<file path="config.mk">
export PLATFORM = sky130hd
export DESIGN_NAME = rr_merge
export DESIGN_NICKNAME = d
export VERILOG_FILES = /design/src/rtl/rr_merge.sv
export SDC_FILE = /design/constraint.sdc
export NUM_CORES = 1
export LEC_CHECK = 0
export CAP_MARGIN = 20
export CORE_MARGIN = 4
export CORE_UTILIZATION = 38
export DETAILED_ROUTE_END_ITERATION = 12
export PLACE_DENSITY = 0.82
export SLEW_MARGIN = 20
export SYNTH_ARGS = -nofsm -noshare
export SYNTH_HDL_FRONTEND = slang
export SYNTH_SLANG_ARGS = --single-unit
</file>
<file path="constraint.sdc">
create_clock -name clock -period 2.9 [get_ports clock]
set_clock_uncertainty 0.2 [all_clocks]
set_input_delay 0.58 -clock clock [delete_from_list [all_inputs] [get_ports clock]]
set_output_delay 0.58 -clock clock [all_outputs]
set_load 0.01 [all_outputs]
</file>
<file path="src/rtl/rr_merge.sv">
// rr_merge: round-robin gather arbiter.
//
// Merges n valid/ready result streams (one per core) into a single registered
// output stream. Each output word carries the index of the core it came from.
// The output register adds exactly one cycle of latency and sustains one word
// per cycle while s_ready stays high.
//
// Parameters:
//   width  data bits per word
//   n      number of input streams (n >= 2)
//   idw    width of the source index
//
// Ports:
//   clock    rising-edge clock
//   reset    asynchronous, active-high reset
//   m_data   input words, stream i at bits [i*width +: width]
//   m_valid  per-stream valid
//   m_ready  per-stream ready (combinational, at most one bit high)
//   s_data   merged output word (registered)
//   s_valid  merged output valid (registered)
//   s_id     source stream index of s_data (registered)
//   s_ready  downstream ready
module rr_merge #(
  parameter int width = 8,
  parameter int n     = 2,
  parameter int idw   = $clog2(n)
) (
  input  logic               clock,
  input  logic               reset,
  input  logic [n*width-1:0] m_data,
  input  logic [n-1:0]       m_valid,
  output logic [n-1:0]       m_ready,
  output logic [width-1:0]   s_data,
  output logic               s_valid,
  output logic [idw-1:0]     s_id,
  input  logic               s_ready
);

  // Index of the most recently granted stream; the search starts just after it.
  logic [idw-1:0]   ptr;
  logic             grant_valid;
  logic [idw-1:0]   grant_idx;
  logic [width-1:0] grant_data;
  logic             le;

  // The output register can take a new word when it is empty or is being
  // consumed this cycle, which allows back-to-back transfers.
  assign le = !s_valid || s_ready;

  // Rotating-priority search split into two ordered scans: first the streams
  // above ptr, then the streams from 0 up to and including ptr. This gives the
  // ptr+1, ptr+2, ... modulo n order without a runtime modulo.
  always_comb begin
    grant_valid = 1'b0;
    grant_idx   = '0;
    grant_data  = '0;
    for (int i = 0; i < n; i++) begin
      if (!grant_valid && m_valid[i] && (idw'(i) > ptr)) begin
        grant_valid = 1'b1;
        grant_idx   = idw'(i);
        grant_data  = m_data[i*width +: width];
      end
    end
    for (int i = 0; i < n; i++) begin
      if (!grant_valid && m_valid[i] && (idw'(i) <= ptr)) begin
        grant_valid = 1'b1;
        grant_idx   = idw'(i);
        grant_data  = m_data[i*width +: width];
      end
    end
  end

  // Only the winning stream sees ready, and only when the output register
  // can accept; during a stall every ready bit stays low.
  always_comb begin
    m_ready = '0;
    if (grant_valid) begin
      m_ready[grant_idx] = le;
    end
  end

  // Output register and priority pointer. The pointer moves only on an actual
  // input transfer, so stalls and idle cycles never disturb fairness.
  always_ff @(posedge clock or posedge reset) begin
    if (reset) begin
      s_valid <= 1'b0;
      s_data  <= '0;
      s_id    <= '0;
      ptr     <= idw'(n - 1);
    end else if (le) begin
      if (grant_valid) begin
        s_valid <= 1'b1;
        s_data  <= grant_data;
        s_id    <= grant_idx;
        ptr     <= grant_idx;
      end else begin
        s_valid <= 1'b0;
      end
    end
  end

endmodule

</file>
Yosys cells after proc, flatten, opt, wreduce, memory -nomap -nowiden
Cells that the tools add are included.

word-level totals
  register bits = 11
  input bits = 21
  word-level logic and storage cells = 40

operators by class
  magnitude comparators = 6
  muxes and demuxes = 15
  bitwise gates (word level) = 1
  reduce and logical (&&, ||, !) cells = 14

operators by type and width
  cell                number
  $mux 8              4
  $mux 1              9
  $logic_and 1x1->1   8
  $logic_not 1->1     4
  $and 2x2->2         1
  $gt 1x1->1 const A  2
  $le 1x1->1 const A  2
  $lt 1x2->1 const B  1
  $mux 2              1
  $reduce_and 2->1    1
  $demux 1 s1         1
  $ge 1x1->1 const B  1
  $logic_or 1x1->1    1

Longest topological paths before layout
Gate-level depths: netlist of run 1.

  depth after elaboration = 21
  gate-level depth with buffers = 4

Least setup slack after synthesis of run 1
OpenSTA, ideal clock, no wires.

  path type = in2out
  from = in s_ready
  to = out m_ready[0]
  data arrival time = 1.132 ns
  data required time = 2.120 ns
  setup slack = 0.988 ns
  cell stages on the path = 3
  path buffers = 1
  cell sequence = nand2b_1 > buf_2 > and3_1

on the way
  cells in the longest elaborated chain, start to end = 3

RTL lines
  item                   RTL line  source
  start: declaration     36        input logic s_ready
  $logic_or 1x1->1       48        assign le = !s_valid || s_ready;
  $and 2x2->2 (no line)  n/a
  $mux 2                 77        if (grant_valid) begin
  end: declaration       32        output logic [n-1:0] m_ready,

Every way passes these cells.

Worst setup path in the final report of run 1
  from = in m_valid[1]
  to = out m_ready[1]

on the way
  cells in the longest elaborated chain, start to end = 17
  elaborated cells on any way between the ends = 21
  classes of those cells = order compare (2); mux (9); bitwise (1); reduce/logical (9)

RTL lines
  item                                                                   RTL line  source
  start: declaration                                                     31        input logic [n-1:0] m_valid,
  $logic_and 1x1->1 (2 in series)                                        58        if (!grant_valid && m_valid[i] && (idw'(i) > ptr)) begin
  $mux 1                                                                 58
  $logic_not 1->1                                                        65        if (!grant_valid && m_valid[i] && (idw'(i) <= ptr)) begin
  $logic_and 1x1->1 (2 in series)                                        65
  $mux 1                                                                 65
  $logic_not 1->1                                                        65
  $logic_and 1x1->1 (2 in series)                                        65
  $mux 1                                                                 65
  $lt 1x2->1 (not written as such) / $ge 1x1->1 (equally long branches)  78        m_ready[grant_idx] = le;
  $logic_and 1x1->1 (not written as such)                                78
  $mux 1 (not written as such)                                           78
  $demux 1 s1                                                            78
  $and 2x2->2 (no line)                                                  n/a
  $mux 2 (*)                                                             77

Every way passes the cells marked *; elsewhere a longest branch is shown, timed or not.

==> results of run 1 <==
cell families after synthesis:
kind of cell | share of synthesized area, %
AOI/OAI and AO/OA | 33.5
buffers and inverters | 6.28
and+or+nand+nor | 8.84
DFF | 51.4
sequential cells by signal, summed over array words and instances, names as in the netlist:
register and cells:
s_data 8, ptr 1, s_id 1, s_valid 1
power by group through the flow:
stage	registers, W	logic [W]	clock network [W]
after global routing	0.000201	0.000169	0.000114
after detailed placement	0.000199	0.000157	0
after global placement	0.000198	0.000156	0
final	0.000197	0.000156	0.000102
after CTS	0.000197	0.000158	0.000105
after floorplan	0.000207	0.0000559	0
routing by layer:
layer	up-vias	part of all wire, %	GRT usage, %
li1	272	-	-
met1	262	42	21.5
met2	23	50	25.6
met3	2	7.2	5.53
met4	0	0.47	7.02
met5	-	0	0
worst paths after layout:
check,startpoint,endpoint
max,m_valid[1],m_ready[1]
min,s_id$_DFFE_PP0P_,s_id$_DFFE_PP0P_
max in group asynchronous,reset,ptr$_DFFE_PP1P_
max reg2reg,s_valid$_DFFE_PP0P_,s_data[5]$_DFFE_PP0P_
min in group asynchronous,reset,s_data[5]$_DFFE_PP0P_
min reg2reg,s_id$_DFFE_PP0P_,s_id$_DFFE_PP0P_
layout make-up:
cell class,count,area [µm²],share of cell area [%]
Timing Repair Buffer,37,358,39.3
Sequential cell,11,277,30.4
Multi-Input combinational cell,36,228,25.0
Clock buffer,4,26.3,2.88
Tap cell,15,18.8,2.06
Inverter,1,3.75,0.412
layout by cell type, fill, tap and decap left out:
cell	instances
clkdlybuf4s50_1	32
a21oi_1	17
dfrtp_1	10
a32oi_1	8
buf_4	5
nand2b_1	3
clkbuf_4	3
and2_1	2
or2_1	1
nand2_1	1
a21boi_2	1
a21o_1	1
and3_1	1
inv_1	1
a31oi_1	1
clkbuf_1	1
dfstp_2	1
stage by stage:
step / power (W) / std cells / hold slack (ns) / setup WS [ns] / area (µm²)
finish: 0.000455 / 104 / 0.279 / 0.149 / 911
global placement: 0.000354 / 100 / 0.260 / 0.164 / 885
floorplan: 0.000263 / 53 / 0.232 / 0.988 / 538
CTS: 0.000459 / 104 / 0.285 / 0.133 / 911
global route: 0.000484 / 104 / 0.315 / 0.0764 / 911
detailed placement: 0.000356 / 100 / 0.270 / 0.144 / 885
worst register-to-register path: stages, from the launching register on:
cell and delay (ns):
dfrtp_1 0.38, nand2b_1 0.13, buf_4 0.20, and2_1 0.31, a21oi_1 0.12
==> flow_summary.yaml, run 1 <==
cts:
  clock_path_buffers: 2
  clock_sinks: 11
  clkLatencyLatePin_ns: 0.26
  holdBufCountCts: 0
  clkTransAtPathRegs_ns: 0.07
  cts_setup_buffers: 0
  clock-root-buffer: "clkbuf_4"
  cts_resized: 0
  htree_levels: 1
  numCtsBuffers: 3
  cts_tree: "built"
worst_setup_path:
  crit_type: "in2out"
  critPathRequiredTime_ns: 2.12
  cp_common_cell: "clkdlybuf4s50_1"
  crit_path_max_incr_delay_ns: 0.54
  startpoint_type: "input port"
  cp_num_buf_inv: 2
  ff2ff_path_depth: 4
  rrSetupSlack_ns: 1.43
  crit_chain: "clkdlybuf4s50_1, a21boi_2, and2_1, clkdlybuf4s50_1"
  endpoint_kind: "output port"
  crit_slowest_cell: "clkdlybuf4s50_1"
  crit_family: "buffers and inverters"
  worstPathMaxFanout: 4
  crit_cells: 4
  arrival_ns: 1.97
power:
  pwr-share-comb_pct: 34.3
  p_per_area_nw_per_um2: 499
  p_leak_nw: 0.366
  power_switching_share_pct: 28.2
  pwr-share-seq_pct: 43.2
  p_sw_w: 0.000129
  vdd_ir_drop_max_mv: 0.312
  pwr-share-clk_pct: 22.5
  p_int_w: 0.000326
route:
  wire_per_inst_um: 14.4
  vias: 559
  drtPass1Iterations: 4
  via_per_inst: 5.38
  drt_wl_total_mm: 1.50
  drc: 0
  postRouteAntennaNets: 0
  drtIter0Drc: 16
floorplanning:
  io_pins: 33
  dieArea_um2: 2080
  die_w_um: 45.6
  core_um2: 1320
  initial_core_util_pct: 40.8
  row_count: 13
  fp.dieH_um: 45.6
grt:
  grt_pass1_wl_mm: 2.46
  overflow: 0
  antenna_found_initial: 0
  grt_max_degree: 13
  grt_pass1_vias: 554
  grt_use_total_pct: 16.8
placed_design:
  port_buffers: 32
  place_congestion: 0.804
  dp_hpwl_mm: 1.18
sta:
  fmax_mhz: 363
  drv_slew: 0
  tns_ns: 0
  hold_viol_final: 0
  slew_headroom_pct: 73.3
  min_period_over_period_pct: 94.9
  worst_slew_pin_slew_ns: 0.399
  rsz0062_at_grt: "false"
  setup_violations: 0
  min_period_ns: 2.75
finish:
  layout-drive-gt1-share_pct: 11.2
  num-fill-cells: 117
  antenna_cells: 0
  fin_util_pct: 69.1
  fin_nets: 111
  syn_to_final_growth_pct: 69.3
min_path:
  hold_depth: 1
  hp-class: "reg2reg"
synthesis:
  syn-num-nets: 74
  yosysTopAreaCellShare_pct: 46.5
  synthDistinctLibCells: 16
  synthCells: 53
  synth_edf_count: 0
  ys_ff_latch: 11
  yosys.cell_count.top_type: "a21oi_1"
  syn_area_um2: 538
  async_flop_share_pct: 100
  ys.flop_type: "dfrtp_1"
  ys_warn_count: 0
  synth_top_area_cell: "dfrtp_1"
  syn_area_per_cell_um2: 10.2
  ys_seq_area_share_pct: 51.4
  synthTopCellsByArea: "dfrtp_1 47%, a21oi_1 16%, a32oi_1 13%, dfstp_2 4.9%, nand2b_1 3.5%"
  synth_common_cells: "17 x a21oi_1, 10 x dfrtp_1, 8 x a32oi_1"
run_status:
  status: "finished clean"
job:
  drv_cap: 0
(Power assumes the default switching activity.)
==> inputs of run 2 (changes only) <==
--- a/config.mk
+++ b/config.mk
@@ -5,6 +5,7 @@
 export SDC_FILE = /design/constraint.sdc
 export NUM_CORES = 1
 export LEC_CHECK = 0
+export ABC_CLOCK_PERIOD_IN_PS = 2900
 export CAP_MARGIN = 20
 export CORE_MARGIN = 4
 export CORE_UTILIZATION = 38
==> results of run 2 <==
No change in the layout: final DEF, timing and power equal those of run 1.
